### src/rtl/cpu_step_ctrl.sv
// -----------------------------------------------------------------------------
// cpu_step_ctrl
//
// Run/step/halt controller for a CPU core that advances on a divided clock.
// It does not gate any clock. Each rising edge of clk_slow becomes a one-clk
// "tick", and the controller turns each tick it grants into a registered
// one-clk cpu_en pulse. It also counts how many cpu_en pulses it has issued.
//
// Ports
//   clk        : system clock; all logic updates on its rising edge
//   reset      : asynchronous active-low reset
//   clk_slow   : divided clock, synchronous to clk; its rising edges are ticks
//   run        : level; keeps the CPU free-running while high
//   step       : one-clk pulse; starts a burst of step_len ticks
//   step_len   : number of ticks in a step burst (0 behaves as 1)
//   halt_req   : one-clk pulse from the CPU halt logic; forces HALTED
//   resume     : one-clk pulse; leaves HALTED and returns to IDLE
//   cnt_clr    : synchronous clear of cycle_cnt
//   cpu_en     : registered one-clk enable for each granted tick
//   state      : IDLE=00, RUN=01, STEP=10, HALTED=11
//   cycle_cnt  : number of cpu_en pulses issued (wraps)
// -----------------------------------------------------------------------------
module cpu_step_ctrl #(
  parameter int CNT_W  = 32,
  parameter int STEP_W = 8
) (
  input  logic              clk,
  input  logic              reset,
  input  logic              clk_slow,
  input  logic              run,
  input  logic              step,
  input  logic [STEP_W-1:0] step_len,
  input  logic              halt_req,
  input  logic              resume,
  input  logic              cnt_clr,
  output logic              cpu_en,
  output logic [1:0]        state,
  output logic [CNT_W-1:0]  cycle_cnt
);

  typedef enum logic [1:0] {
    IDLE   = 2'b00,
    RUN    = 2'b01,
    STEP   = 2'b10,
    HALTED = 2'b11
  } state_t;

  state_t            cur_state;
  logic              slow_q;
  logic              tick;
  logic              grant;
  logic [STEP_W-1:0] remaining;
  logic [STEP_W-1:0] load_len;

  // Edge detector. slow_q resets to 0, so a clk_slow that is already high
  // when reset is released produces a tick on the first edge.
  always_ff @(posedge clk or negedge reset) begin
    if (!reset) begin
      slow_q <= 1'b0;
    end else begin
      slow_q <= clk_slow;
    end
  end

  assign tick = clk_slow & ~slow_q;

  // A tick is granted only against the state held before this edge's
  // transition. In RUN, run must still be high, so a tick that arrives as run
  // falls is dropped. halt_req suppresses the tick in any state.
  assign grant = tick & ~halt_req &
                 (((cur_state == RUN) & run) | (cur_state == STEP));

  assign load_len = (step_len == '0) ? STEP_W'(1) : step_len;

  always_ff @(posedge clk or negedge reset) begin
    if (!reset) begin
      cur_state <= IDLE;
      remaining <= '0;
      cpu_en    <= 1'b0;
    end else begin
      cpu_en <= grant;
      if (halt_req && (cur_state != HALTED)) begin
        // halt_req wins over run, step and tick, and any unfinished burst is
        // discarded.
        cur_state <= HALTED;
        remaining <= '0;
      end else begin
        case (cur_state)
          IDLE: begin
            // When run and step arrive together, run wins and the step is
            // discarded.
            if (run) begin
              cur_state <= RUN;
            end else if (step) begin
              cur_state <= STEP;
              remaining <= load_len;
            end
          end
          RUN: begin
            if (!run) begin
              cur_state <= IDLE;
            end
          end
          STEP: begin
            // run and step are ignored here. The tick that consumes the last
            // remaining count is still granted, then the FSM returns to IDLE.
            if (tick) begin
              if (remaining <= STEP_W'(1)) begin
                remaining <= '0;
                cur_state <= IDLE;
              end else begin
                remaining <= remaining - STEP_W'(1);
              end
            end
          end
          HALTED: begin
            if (resume) begin
              cur_state <= IDLE;
            end
          end
          default: begin
            cur_state <= IDLE;
            remaining <= '0;
          end
        endcase
      end
    end
  end

  assign state = cur_state;

  // Count issued enables. A clear wins over an increment in the same cycle.
  always_ff @(posedge clk or negedge reset) begin
    if (!reset) begin
      cycle_cnt <= '0;
    end else if (cnt_clr) begin
      cycle_cnt <= '0;
    end else if (cpu_en) begin
      cycle_cnt <= cycle_cnt + CNT_W'(1);
    end
  end

endmodule

### config.mk
export PLATFORM = sky130hd
export DESIGN_NAME = cpu_step_ctrl
export DESIGN_NICKNAME = d
export VERILOG_FILES = /design/src/rtl/cpu_step_ctrl.sv
export SDC_FILE = /design/constraint.sdc
export NUM_CORES = 1
export LEC_CHECK = 0
export BUFFER_PORTS_ARGS = -buffer_cell sky130_fd_sc_hd__buf_2
export CORE_UTILIZATION = 50
export CTS_CLUSTER_SIZE = 8
export DETAILED_ROUTE_END_ITERATION = 8
export HOLD_SLACK_MARGIN = 0.08
export PLACE_DENSITY = 0.8
export REMOVE_ABC_BUFFERS = 1
export SETUP_SLACK_MARGIN = 0.2
export SLEW_MARGIN = 10
export SYNTH_ARGS = -nofsm -noshare
export SYNTH_HDL_FRONTEND = slang
export SYNTH_SLANG_ARGS = --single-unit
### constraint.sdc
create_clock -name clk -period 1.6 [get_ports clk]
set_input_delay 0.24 -clock clk [delete_from_list [all_inputs] [get_ports clk]]
set_output_delay 0.24 -clock clk [all_outputs]
set_load 0.01 [all_outputs]
Word-level counts from Yosys, hierarchy flattened --
Index checks and enable logic that the tools add are counted. W data, S select, Z words.
Operators by class: $add $sub $neg 2, order comparisons 1, equal/unequal tests 11, mux-type cells 17, bitwise logic cells 7, reductions and logical operators 7
Operator list (count):
- $mux W32 | 2
- $mux W8 | 6
- $add A32 B1 Y32 const B | 1
- $pmux W8 S2 | 1
- $mux W2 | 7
- $ne A3 B3 Y1 const B | 3
- $le A8 B1 Y1 const B | 1
- $logic_not A8 Y1 | 1
- $pmux W2 S4 | 1
- $sub A8 B1 Y8 const B | 1
- $ne A3 B2 Y1 const B | 2
- $reduce_and A5 Y1 | 1
- $and A1 B1 Y1 | 4
- $eq A2 B2 Y1 const B | 2
- $ne A4 B4 Y1 const B | 1
- $reduce_and A4 Y1 | 1
- $ne A3 B1 Y1 const B | 1
- $reduce_bool A3 Y1 | 1
- $eq A2 B1 Y1 const B | 1
- $logic_not A2 Y1 | 1
- $ne A2 B2 Y1 const B | 1
- $not A1 Y1 | 2
- $reduce_bool A2 Y1 | 1
- $logic_and A1 B1 Y1 | 1
- $or A1 B1 Y1 | 1
Storage, ports and cells: register bits 44, bits of input ports 16, output and inout port bits 35, logic and storage cells 50

Depth between registers and ports, before layout --
Gate-level depths: netlist (run 1).
depth after elaboration 6, depth in mapped cells 6, mapped depth without buffers 6

Worst setup path before layout (run 1) --
Ideal clock, no wire load.
path kind register to register, from reg cycle_cnt[0], to reg cycle_cnt[24], setup time 78 ps, data arrival time 1741 ps, data required time 1522 ps, setup slack -219 ps, cell stages (with the launch flop) 7, buffers on the path 1, period minus slack after synthesis 1819 ps, path through dfrtp_1 ha_1 o2111a_2 nand2_1 buf_2 or4_1 a21oi_1
Between the ends: longest elaborated chain between the ends 3
Ends and longest elaborated chain:
- start: declaration | line 38 | output logic [CNT_W-1:0] cycle_cnt
- start signal: assignment | line 139 | cycle_cnt <= cycle_cnt + CNT_W'(1);
- $add A32 B1 Y32 | line 139
- $mux W32 | line 138 | end else if (cpu_en) begin
- $mux W32 | line 136 | end else if (cnt_clr) begin
Every way passes these cells. The select of a mux whose other input is x is not followed. A chain may end at the register's enable or synchronous reset.

Worst setup path after layout (run 1) --
from reg cycle_cnt[8], to reg cycle_cnt[26]
The elaborated chain is that of the path after synthesis.

==> results of run 1 <==
[worst min-delay path by stage]
stage / slack (ps) / start / cells past startpoint / end
global placement: 360 / reset / 2 / remaining[0]
finish: 160 / resume / 2 / state[1]
detailed placement: 360 / reset / 2 / cycle_cnt[23]
global route: 170 / resume / 2 / state[1]
floorplan: -60 / reset / 0 / cpu_en
CTS: 150 / resume / 2 / state[1]
[cells in the final DEF (no fill, tap or decap), types with 9 or more instances in the layout]
cell,n
nand4_1,14
buf_4,87
buf_2,50
or4_1,9
nand2_1,11
buf_6,17
dfrtp_1,44
nor2_1,16
nand3_1,13
a21oi_2,13
o31ai_1,9
[registers in the layout, indices dropped and copies added (netlist names)]
name / cells
cycle_cnt: 32
slow_q: 1
state: 2
cpu_en: 1
remaining: 8
[per-stage QoR]
step / setup TNS (ps) / util / hold slack (ps)
2_1_floorplan: -2386 / - / -55.59
3_3_place_gp: -1044 / 0.7085 / 360.5
3_5_place_dp: -2050 / 0.7085 / 363.6
4_1_cts: -571.9 / 0.7962 / 154.7
5_1_grt: -4151 / 0.8559 / 165.5
6_report: -2912 / 0.8559 / 157.1
[routing by layer]
layer	GRT usage	vias up	part of all wire
li1	-	1367	-
met5	0	-	0
met3	0.06098	105	0.11
met4	0.1845	0	0.070
met2	0.5788	325	0.47
met1	0.4374	1577	0.36
[cell families (layout without fill, tap and decap cells)]
kind of cell,count (synthesis),in the layout,synth area share
compound gates,69,69,0.1847
xor+xnor,11,11,0.03685
mux,1,1,0.003828
fa+ha+maj,3,3,0.01436
flops,44,44,0.4211
simple gates,127,129,0.3010
buf+inv,20,169,0.03828
[final cells by class]
cell class / instances / area [um^2]
Fill cell: 256 / 703.2
Timing Repair Buffer: 156 / 1115
Multi-Input combinational cell: 213 / 1773
Tap cell: 67 / 83.83
Clock buffer: 5 / 68.82
Sequential cell: 44 / 1101
Inverter: 6 / 22.52
Clock inverter: 2 / 12.51
[synthesized netlist by cell type (3+ instances only)]
library cell | n | share of area
nand3_1 | 17 | 0.033
ha_1 | 3 | 0.014
dfrtp_1 | 44 | 0.42
o21ai_0 | 8 | 0.015
or4_1 | 17 | 0.049
nand2b_1 | 6 | 0.014
or3_1 | 5 | 0.012
nor4_1 | 4 | 0.0096
xor2_1 | 8 | 0.027
buf_2 | 4 | 0.0077
and2_1 | 4 | 0.0096
nor2b_1 | 4 | 0.0096
nor2_1 | 17 | 0.024
a21oi_1 | 19 | 0.036
inv_1 | 6 | 0.0086
xnor2_1 | 3 | 0.010
nand2_1 | 14 | 0.020
clkbuf_1 | 5 | 0.0072
nor3_1 | 5 | 0.0096
and4_1 | 5 | 0.017
nand4_1 | 14 | 0.033
o31ai_1 | 17 | 0.049
o211ai_1 | 4 | 0.011
[power groups by stage]
| stage | Clock [mW] | Sequential [mW] | Combinational, mW |
|---|---|---|---|
| CTS | 0.690 | 1.32 | 1.99 |
| floorplan | 0 | 1.38 | 0.773 |
| finish | 0.706 | 1.33 | 2.57 |
| detailed placement | 0 | 1.33 | 1.71 |
| global placement | 0 | 1.33 | 1.67 |
| global route | 0.737 | 1.35 | 2.68 |
[repair_timing]
item,CTS,global route
hold buffers,2,0
gates cloned,2,0
buffers inserted,16,10
endpoints found under the hold margin,45,0
pin swaps,38,20
gates resized for setup,50,48
setup endpoints to repair,31,34
[worst max-delay path: stages, from the launching register on]
cell      delay [ps]
dfrtp_1          370
and4_4           300
buf_6            130
buf_4            130
nand4b_4         150
o31ai_1          470
a21oi_2          130
==> reports/qor.txt, run 1 <==
I/O Pins: 51
Initial Util: 0.5359
Via count: 3374
Antenna Cells: 0
Detailed placement HPWL: 5.483 mm
GPL Wtd Cong: 0.9121
Final Max Slew Viols: 0
Total CTS buffers: 5
EDFF count, synth: 0
Skew final: 15.66 ps
Reg power frac: 0.289
Max Freq: 0.5536 GHz
FF-to-FF End: cycle_cnt[26]
CTS tree: built
Slew HR: 0.6010
Max Cap Violations: 0
First-pass GRT wire length: 14.58 mm
Synth async-reset ratio: 1.000
CP Data Required Time: 1780 ps
Rows: 25
Critical path arrival: 1990 ps
Post-Syn Area: 2615 um^2
PD cells: 1103 nW/um^2
Part of the power in combinational logic: 0.557
Crit path capture type: flop
Die area: 5523 um^2
Sw Pwr: 1.764 mW
Final worst setup slack: -206.5 ps
Fin crit share: 1.129
Initial antenna violation count: 0
DRC Markers: 0
Share of cells above drive strength 1: 0.5493
H-tree depth: 2
ANT nets after route: 0
Drt pass-1 iters: 6
Area Growth Syn to Fin: 59.71%
Ys Warns: 0
Placed insts: 456
Clk sink count: 44
RSZ-0062 raised after global routing: true
Post-Synthesis Cells: 275
Non-filler cells, final: 493
Status: finished with violations
Seq/Total Area, Yosys: 0.4211
Final wirelength: 11.12 mm
Int Pwr: 2.843 mW
Ys flop type: dfrtp_1
Worst Reg2Reg Path Length in Cells: 6
Unique masters post-synth: 55
Vias in the first global route: 3049
Total global routing overflow: 0
Placed Area: 3457 um^2
Tmin final: 1806 ps
Slew @ Worst Pin: 598.5 ps
CP startpoint kind: flop
Critical path class: flop to flop
Net Sw Frac: 0.3829
Initial DRC Count: 509
Core area: 4880 um^2
Crit. Startpoint: cycle_cnt[8]
Max clock buf depth: 2
Total Routing Usage GR: 0.3494
Clock-pin slew on the worst setup and hold paths: 100 ps
Internal reg-to-reg setup slack: -210 ps
Clock power share: 0.153
Wire per inst: 22.56 um
Reg-to-reg startpoint: cycle_cnt[8]
Post-Layout Inst Area: 4177 um^2
End point of the critical path: cycle_cnt[26]
Syn_area_per_cell: 9.509 um^2
Leakage: 2.024 nW
Final setup viols: 29
Worst VDD drop: 1.500 mV
Final hold violations: 0
Final nets: 445
Synth Register Bits: 44
Largest net degree at the start of global routing: 45
Pre-CTS WS: -182.1 ps
Via density: 6.844
Root buffer cell: clkbuf_8
Die Ht: 74.32 um
Failing checks: setup timing
Critical path peak fanout: 6
Worst-skew pair later-pin latency: 310 ps
Die width: 74.32 um
Number of port buffers: 50
Final Power: 4.607 mW
Hold Path Class: input pin to flop
Note: power is estimated with default switching activity, not from simulation.
==> run 2, diff against run 1 <==
- ABC_AREA: unset -> 1
==> reports/qor.txt, run 2 <==
H-tree depth: 2 (unchanged)
Vias in the first global route: 2739 (was 3049)
Initial DRC Count: 331 (was 509)
Max Freq: 0.6834 GHz (was 0.5536 GHz)
Share of the synthesized area in the top cell type: 0.4057 (was 0.4211)
Internal reg-to-reg setup slack: 140 ps (was -210 ps)
Clk sink count: 44 (unchanged)
Final nets: 519 (was 445)
CP max stage cell: dfrtp_1 (was o31ai_1)
I/O Pins: 51 (unchanged)
Synth async-reset ratio: 1.000 (unchanged)
Unique masters post-synth: 24 (was 55)
Die area: 5726 um^2 (was 5523 um^2)
Placed Area: 3112 um^2 (was 3457 um^2)
Largest net degree at the start of global routing: 45 (unchanged)
Slew @ Worst Pin: 409.4 ps (was 598.5 ps)
Wire per inst: 13.18 um (was 22.56 um)
Core area: 5172 um^2 (was 4880 um^2)
Final setup TNS: 0 ps (was -2912 ps)
Area Growth Syn to Fin: 35.68% (was 59.71%)
Die Ht: 75.67 um (was 74.32 um)
GPL Wtd Cong: 0.9022 (was 0.9121)
FF/Latch Area: 1109 um^2 (was 1101 um^2)
Drt pass-1 iters: 5 (was 6)
Post-Syn Area: 2714 um^2 (was 2615 um^2)
Total global routing overflow: 0 (unchanged)
Ys flop type: dfrtp_1 (unchanged)
Via density: 5.357 (was 6.844)
Multi-input logic area: 1682 um^2 (was 1773 um^2)
Ys Warns: 0 (unchanged)
CTS tree: built (unchanged)
Commonest cells after routing, fill and taps aside: nand2_1 (110), nor2_1 (60), buf_2 (50), inv_1 (48), dfrtp_1 (38) (was buf_4 (87), buf_2 (50), dfrtp_1 (44), buf_6 (17), nor2_1 (16))
Flip-flop count of the largest register after layout: 32 (unchanged)
Tmin final: 1463 ps (was 1806 ps)
Antenna Cells: 0 (unchanged)
Max Cap Violations: 0 (unchanged)
Largest Register: cycle_cnt (unchanged)
Total Routing Usage GR: 0.2644 (was 0.3494)
Worst VDD drop: 0.8017 mV (was 1.500 mV)
Buf/Inv on CP: 2 (unchanged)
Critical path arrival: 1660 ps (was 1990 ps)
CP startpoint kind: flop (unchanged)
EDFF count, synth: 0 (unchanged)
Clock-pin slew on the worst setup and hold paths: 90 ps (was 100 ps)
Crit. Startpoint: cycle_cnt[0] (was cycle_cnt[8])
Top post-synthesis cells by area: dfrtp_1 (41%), nand2_1 (18%), nor2_1 (11%) (was dfrtp_1 (42%), o31ai_1 (4.9%), or4_1 (4.9%))
End point of the critical path: cycle_cnt[16] (was cycle_cnt[26])
DRC Markers: 0 (unchanged)
Synth Register Bits: 44 (unchanged)
Final Max Slew Viols: 0 (unchanged)
Post-Layout Inst Area: 3682 um^2 (was 4177 um^2)
Critical path peak fanout: 4 (was 6)
Top-count cell post-synth: nand2_1 (was dfrtp_1)
Total CTS buffers: 5 (unchanged)
Worst-skew pair later-pin latency: 300 ps (was 310 ps)
FF-to-FF End: cycle_cnt[16] (was cycle_cnt[26])
Detailed placement HPWL: 4.993 mm (was 5.483 mm)
Delay-heaviest family, CP: simple AND/OR/NAND/NOR gates (was compound AO/OA/AOI/OAI gates)
Number of port buffers: 50 (unchanged)
Slew HR: 0.7249 (was 0.6010)
Die width: 75.67 um (was 74.32 um)
Max clock buf depth: 2 (unchanged)
Post-Synthesis Cells: 415 (was 275)
Hold Path Class: input pin to flop (unchanged)
Initial Util: 0.5247 (was 0.5359)
Critical path class: flop to flop (unchanged)
Rows: 26 (was 25)
Initial antenna violation count: 0 (unchanged)
Cell count along the critical path: 8 (was 6)
Final setup viols: 0 (was 29)
Share of cells above drive strength 1: 0.3234 (was 0.5493)
Seq/Total Area, Yosys: 0.4057 (was 0.4211)
Reg-to-reg startpoint: cycle_cnt[0] (was cycle_cnt[8])
First-pass GRT wire length: 11.50 mm (was 14.58 mm)
Crit-path max cell delay: 420 ps (was 470 ps)
Commonest non-fill, non-tap cell in the layout: nand2_1 (was buf_4)
Final wirelength: 7.523 mm (was 11.12 mm)
Area leader, netlist: dfrtp_1 (unchanged)
Status: complete, no violations (was finished with violations)
PD cells: 964.6 nW/um^2 (was 1103 nW/um^2)
Skew final: 8.567 ps (was 15.66 ps)
Syn_area_per_cell: 6.539 um^2 (was 9.509 um^2)
RSZ-0062 raised after global routing: true (unchanged)
CP Cell Sequence: ha_4 -> nand3_4 -> nor2_4 -> nand2_4 -> nor2_4 -> buf_4 -> buf_4 -> a21oi_1 (was and4_4 -> buf_6 -> buf_4 -> nand4b_4 -> o31ai_1 -> a21oi_2)
Crit path capture type: flop (unchanged)
List of most frequent post-synthesis cells: nand2_1 (129), nor2_1 (82), inv_1 (54) (was dfrtp_1 (44), a21oi_1 (19))
Final hold violations: 0 (unchanged)
Via count: 3059 (was 3374)
Leakage: 1.786 nW (was 2.024 nW)
# fillers: 419 (was 256)
Worst Reg2Reg Path Length in Cells: 8 (was 6)
ANT nets after route: 0 (unchanged)
Fin crit share: 0.9145 (was 1.129)
CP Data Required Time: 1790 ps (was 1780 ps)
Root buffer cell: clkbuf_8 (unchanged)
run 2: cell count changes in the layout (fill, tap and decap cells not counted), moves of 14 or more:
cell     before  now
nand2_2       0   19
nand2_1      11  110
buf_6        17    3
buf_4        87   25
nor2_4        1   19
inv_1         4   48
nor2_1       16   60
run 2: worst min-delay path by stage:
stage              from       endpoint  slack (ps)  cells after the start
2_1_floorplan     reset         cpu_en         -60                      0
3_3_place_gp      reset  cycle_cnt[10]         240                      2
3_5_place_dp      reset  cycle_cnt[10]         240                      2
4_1_cts        halt_req         cpu_en         130                      2
5_1_grt        halt_req         cpu_en         130                      2
6_report       halt_req         cpu_en         140                      2
run 2: layout make-up:
type | count | area share
Clock buffer | 8 | 0.02446
Tap cell | 70 | 0.02379
Multi-Input combinational cell | 314 | 0.4567
Inverter | 54 | 0.05505
Timing Repair Buffer | 81 | 0.1390
Sequential cell | 44 | 0.3011
run 2: repair_timing:
| item | CTS | global route |
|---|---|---|
| setup endpoints to repair | 27 | 36 |
| cloned | 0 | 0 |
| hold buffers | 2 | 0 |
| resized for setup | 24 | 73 |
| hold endpoints to repair | 45 | 0 |
| buffers inserted | 7 | 14 |
| pin swaps | 7 | 30 |
run 2: stage by stage:
| step | setup slack (ps) | cells | hold WS (ps) | total power [mW] | utilization |
|---|---|---|---|---|---|
| final | 136.8 | 571 | 142.5 | 3.552 | 0.7119 |
| after global routing | 56.75 | 571 | 134.4 | 3.846 | 0.7119 |
| after global placement | 65.89 | 540 | 238.2 | 2.495 | 0.6016 |
| after detailed placement | 37.74 | 540 | 239.3 | 2.523 | 0.6016 |
| after floorplan | 138.5 | 412 | -55.59 | 2.200 | - |
| after CTS | 171.5 | 557 | 131.9 | 3.331 | 0.6485 |
run 2: cell families after synthesis:
family / Yosys count / share of synthesized area
AOI/OAI and AO/OA: 44 / 0.08484
buffers and inverters: 57 / 0.07930
DFF: 44 / 0.4057
xor gates and xnor gates: 2 / 0.006456
adders and majority gates: 3 / 0.01383
and+or+nand+nor: 265 / 0.4099
run 2: worst reg2reg max path, cell delays in order, from the launching register on:
cell	delay [ps]
dfrtp_1	420
ha_4	180
nand3_4	90
nor2_4	160
nand2_4	100
nor2_4	150
buf_4	120
buf_4	90
a21oi_1	50
run 2: report_power, final:
| group | switching (mW) | leakage, nW | internal (mW) |
|---|---|---|---|
| registers | 0.128 | 0.589 | 1.24 |
| clock network | 0.390 | 0.0455 | 0.353 |
| logic | 0.885 | 1.15 | 0.556 |
run 2: metal layers:
| layer | wire (um) | GRT usage | vias up |
|---|---|---|---|
| li1 | - | - | 1477 |
| met1 | 3008 | 0.3120 | 1402 |
| met5 | 0 | 0 | - |
| met4 | 221 | 0.09877 | 0 |
| met2 | 3826 | 0.4831 | 154 |
| met3 | 466 | 0.04233 | 26 |
==> run 3, diff against run 2 <==
- BUFFER_PORTS_ARGS: -buffer_cell sky130_fd_sc_hd__buf_2 -> -buffer_cell sky130_fd_sc_hd__buf_4
==> reports/qor.txt, run 3 (synthesis results as in run 2) <==
GPL Wtd Cong: 0.8753 (was 0.9022)
Slew @ Worst Pin: 566.0 ps (was 409.4 ps)
Leakage: 1.757 nW (was 1.786 nW)
Clock power share: 0.186 (was 0.209)
RSZ-0062 raised after global routing: true (unchanged)
Int Pwr: 2.141 mW (was 2.149 mW)
Cell mode on critical path: nand2_1
Share of cells above drive strength 1: 0.3066 (was 0.3234)
Critical path arrival: 1630 ps (was 1660 ps)
Final Max Slew Viols: 0 (unchanged)
Worst-skew pair later-pin latency: 290 ps (was 300 ps)
Pre-CTS WS: 13.32 ps (was 37.74 ps)
Commonest cells after routing, fill and taps aside: nand2_1 (117), buf_4 (74), nor2_1 (62), inv_1 (46), dfrtp_1 (37) (was nand2_1 (110), nor2_1 (60), buf_2 (50), inv_1 (48), dfrtp_1 (38))
Initial Util: 0.5247 (unchanged)
H-tree depth: 2 (unchanged)
Final worst setup slack: 146.2 ps (was 136.8 ps)
CTS tree: built (unchanged)
Die area: 5726 um^2 (unchanged)
Reg power frac: 0.384 (was 0.385)
Max Cap Violations: 0 (unchanged)
Fin crit share: 0.9086 (was 0.9145)
Clock-pin slew on the worst setup and hold paths: 80 ps (was 90 ps)
Part of the power in combinational logic: 0.430 (was 0.406)
Worst VDD drop: 0.9687 mV (was 0.8017 mV)
CP startpoint kind: flop (unchanged)
Number of port buffers: 50 (unchanged)
Final setup TNS: 0 ps (unchanged)
Crit-path max cell delay: 420 ps (about the same)
Final wirelength: 7.535 mm (was 7.523 mm)
Vias in the first global route: 2647 (was 2739)
Area Growth Syn to Fin: 38.68% (was 35.68%)
I/O Pins: 51 (unchanged)
Detailed placement HPWL: 4.858 mm (was 4.993 mm)
Crit path capture type: flop (unchanged)
Via count: 3038 (was 3059)
Rows: 26 (unchanged)
Antenna Cells: 0 (unchanged)
DRC Markers: 0 (unchanged)
Total Routing Usage GR: 0.2612 (was 0.2644)
Max clock buf depth: 2 (unchanged)
Slew HR: 0.6227 (was 0.7249)
Max Freq: 0.6878 GHz (was 0.6834 GHz)
Commonest non-fill, non-tap cell in the layout: nand2_1 (unchanged)
Total CTS buffers: 5 (unchanged)
Root buffer cell: clkbuf_8 (unchanged)
Initial antenna violation count: 0 (unchanged)
Skew final: 6.553 ps (was 8.567 ps)
Status: complete, no violations (unchanged)
CP Data Required Time: 1780 ps (was 1790 ps)
Critical path peak fanout: 3 (was 4)
Drt pass-1 iters: 5 (unchanged)
Initial DRC Count: 283 (was 331)
# fillers: 407 (was 419)
Flip-flop count of the largest register after layout: 32 (unchanged)
Die Ht: 75.67 um (unchanged)
Tmin final: 1454 ps (was 1463 ps)
Total global routing overflow: 0 (unchanged)
Final setup viols: 0 (unchanged)
Die width: 75.67 um (unchanged)
Final nets: 518 (was 519)
ANT nets after route: 0 (unchanged)
Critical path class: flop to flop (unchanged)
Net Sw Frac: 0.3967 (was 0.3949)
FF/Latch Area: 1110 um^2 (was 1109 um^2)
Final hold violations: 0 (unchanged)
Multi-input logic area: 1654 um^2 (was 1682 um^2)
Largest Register: cycle_cnt (unchanged)
Clk sink count: 44 (unchanged)
Largest net degree at the start of global routing: 45 (unchanged)
Hold Path Class: input pin to flop (unchanged)
Core area: 5172 um^2 (unchanged)
PD cells: 942.8 nW/um^2 (was 964.6 nW/um^2)
CP max stage cell: dfrtp_1 (unchanged)
First-pass GRT wire length: 11.37 mm (was 11.50 mm)
Via density: 5.339 (was 5.357)
Sw Pwr: 1.408 mW (was 1.403 mW)
Wire per inst: 13.24 um (was 13.18 um)
CP Cell Sequence: ha_4 -> nand2_1 -> nor2_1 -> nand2_1 -> nor2_2 -> nand2_1 -> o21ai_0 -> a21oi_1 (was ha_4 -> nand3_4 -> nor2_4 -> nand2_4 -> nor2_4 -> buf_4 -> buf_4 -> a21oi_1)
-- run 3: critical path: cells and delay by family, from the launching register on --
family	cells	cell delay, ps
DFF	1	420
adders and majority gates	1	180
AOI/OAI and AO/OA	2	210
and+or+nand+nor	5	540
-- run 3: per-layer routing --
| layer | routed length (um) | vias to the layer above | global-route usage |
|---|---|---|---|
| li1 | - | 1466 | - |
| met4 | 336 | 0 | 0.1008 |
| met5 | 0 | - | 0 |
| met2 | 3670 | 148 | 0.4534 |
| met1 | 3064 | 1393 | 0.3280 |
| met3 | 463 | 31 | 0.04101 |
-- run 3: path summary, 6_finish.rpt --
path | end | start | slack (ps) | depth (start not counted)
worst max-delay path | cycle_cnt[12] | cycle_cnt[0] | 150 | 8
worst min-delay path | cpu_en | halt_req | 120 | 2
worst max register to register | cycle_cnt[12] | cycle_cnt[0] | 150 | 8
worst min register to register | remaining[1] | remaining[1] | 510 | 2
max in group asynchronous | cycle_cnt[3] | reset | 690 | 2
min in group asynchronous | cycle_cnt[11] | reset | 480 | 2
-- run 3: area by class of cell --
| class | instances | area share |
|---|---|---|
| clock buffer | 6 | 0.01928 |
| sequential | 44 | 0.2949 |
| timing repair buffer | 80 | 0.1672 |
| multi-input combinational | 314 | 0.4395 |
| clock inverter | 1 | 0.001330 |
| inverter | 54 | 0.05452 |
| tap | 70 | 0.02327 |
-- run 3: per-stage QoR --
step                cells  utilization  instance area (um^2)  power, mW  hold slack (ps)
floorplan             412            -                  2701      2.200           -55.59
global placement      538       0.6229                  3222      2.522            271.2
detailed placement    538       0.6229                  3222      2.554            271.9
CTS                   561       0.6771                  3502      3.327            104.6
global route          569       0.7276                  3764      3.833            112.1
finish                569       0.7276                  3764      3.548            122.6
-- run 3: power groups by stage --
stage / Combinational, mW / Sequential, mW / Clock (mW)
6_report: 1.52 / 1.36 / 0.660
5_1_grt: 1.72 / 1.39 / 0.724
4_1_cts: 1.30 / 1.36 / 0.674
3_5_place_dp: 1.18 / 1.37 / 0
3_3_place_gp: 1.15 / 1.38 / 0
2_1_floorplan: 0.831 / 1.37 / 0
-- run 3: repair_timing --
action	4_1_cts	5_1_grt
setup buffers	14	8
gates resized for setup	25	62
hold buffers	2	0
setup endpoints to repair	23	34
pin swaps	14	27
hold endpoints to repair	45	0
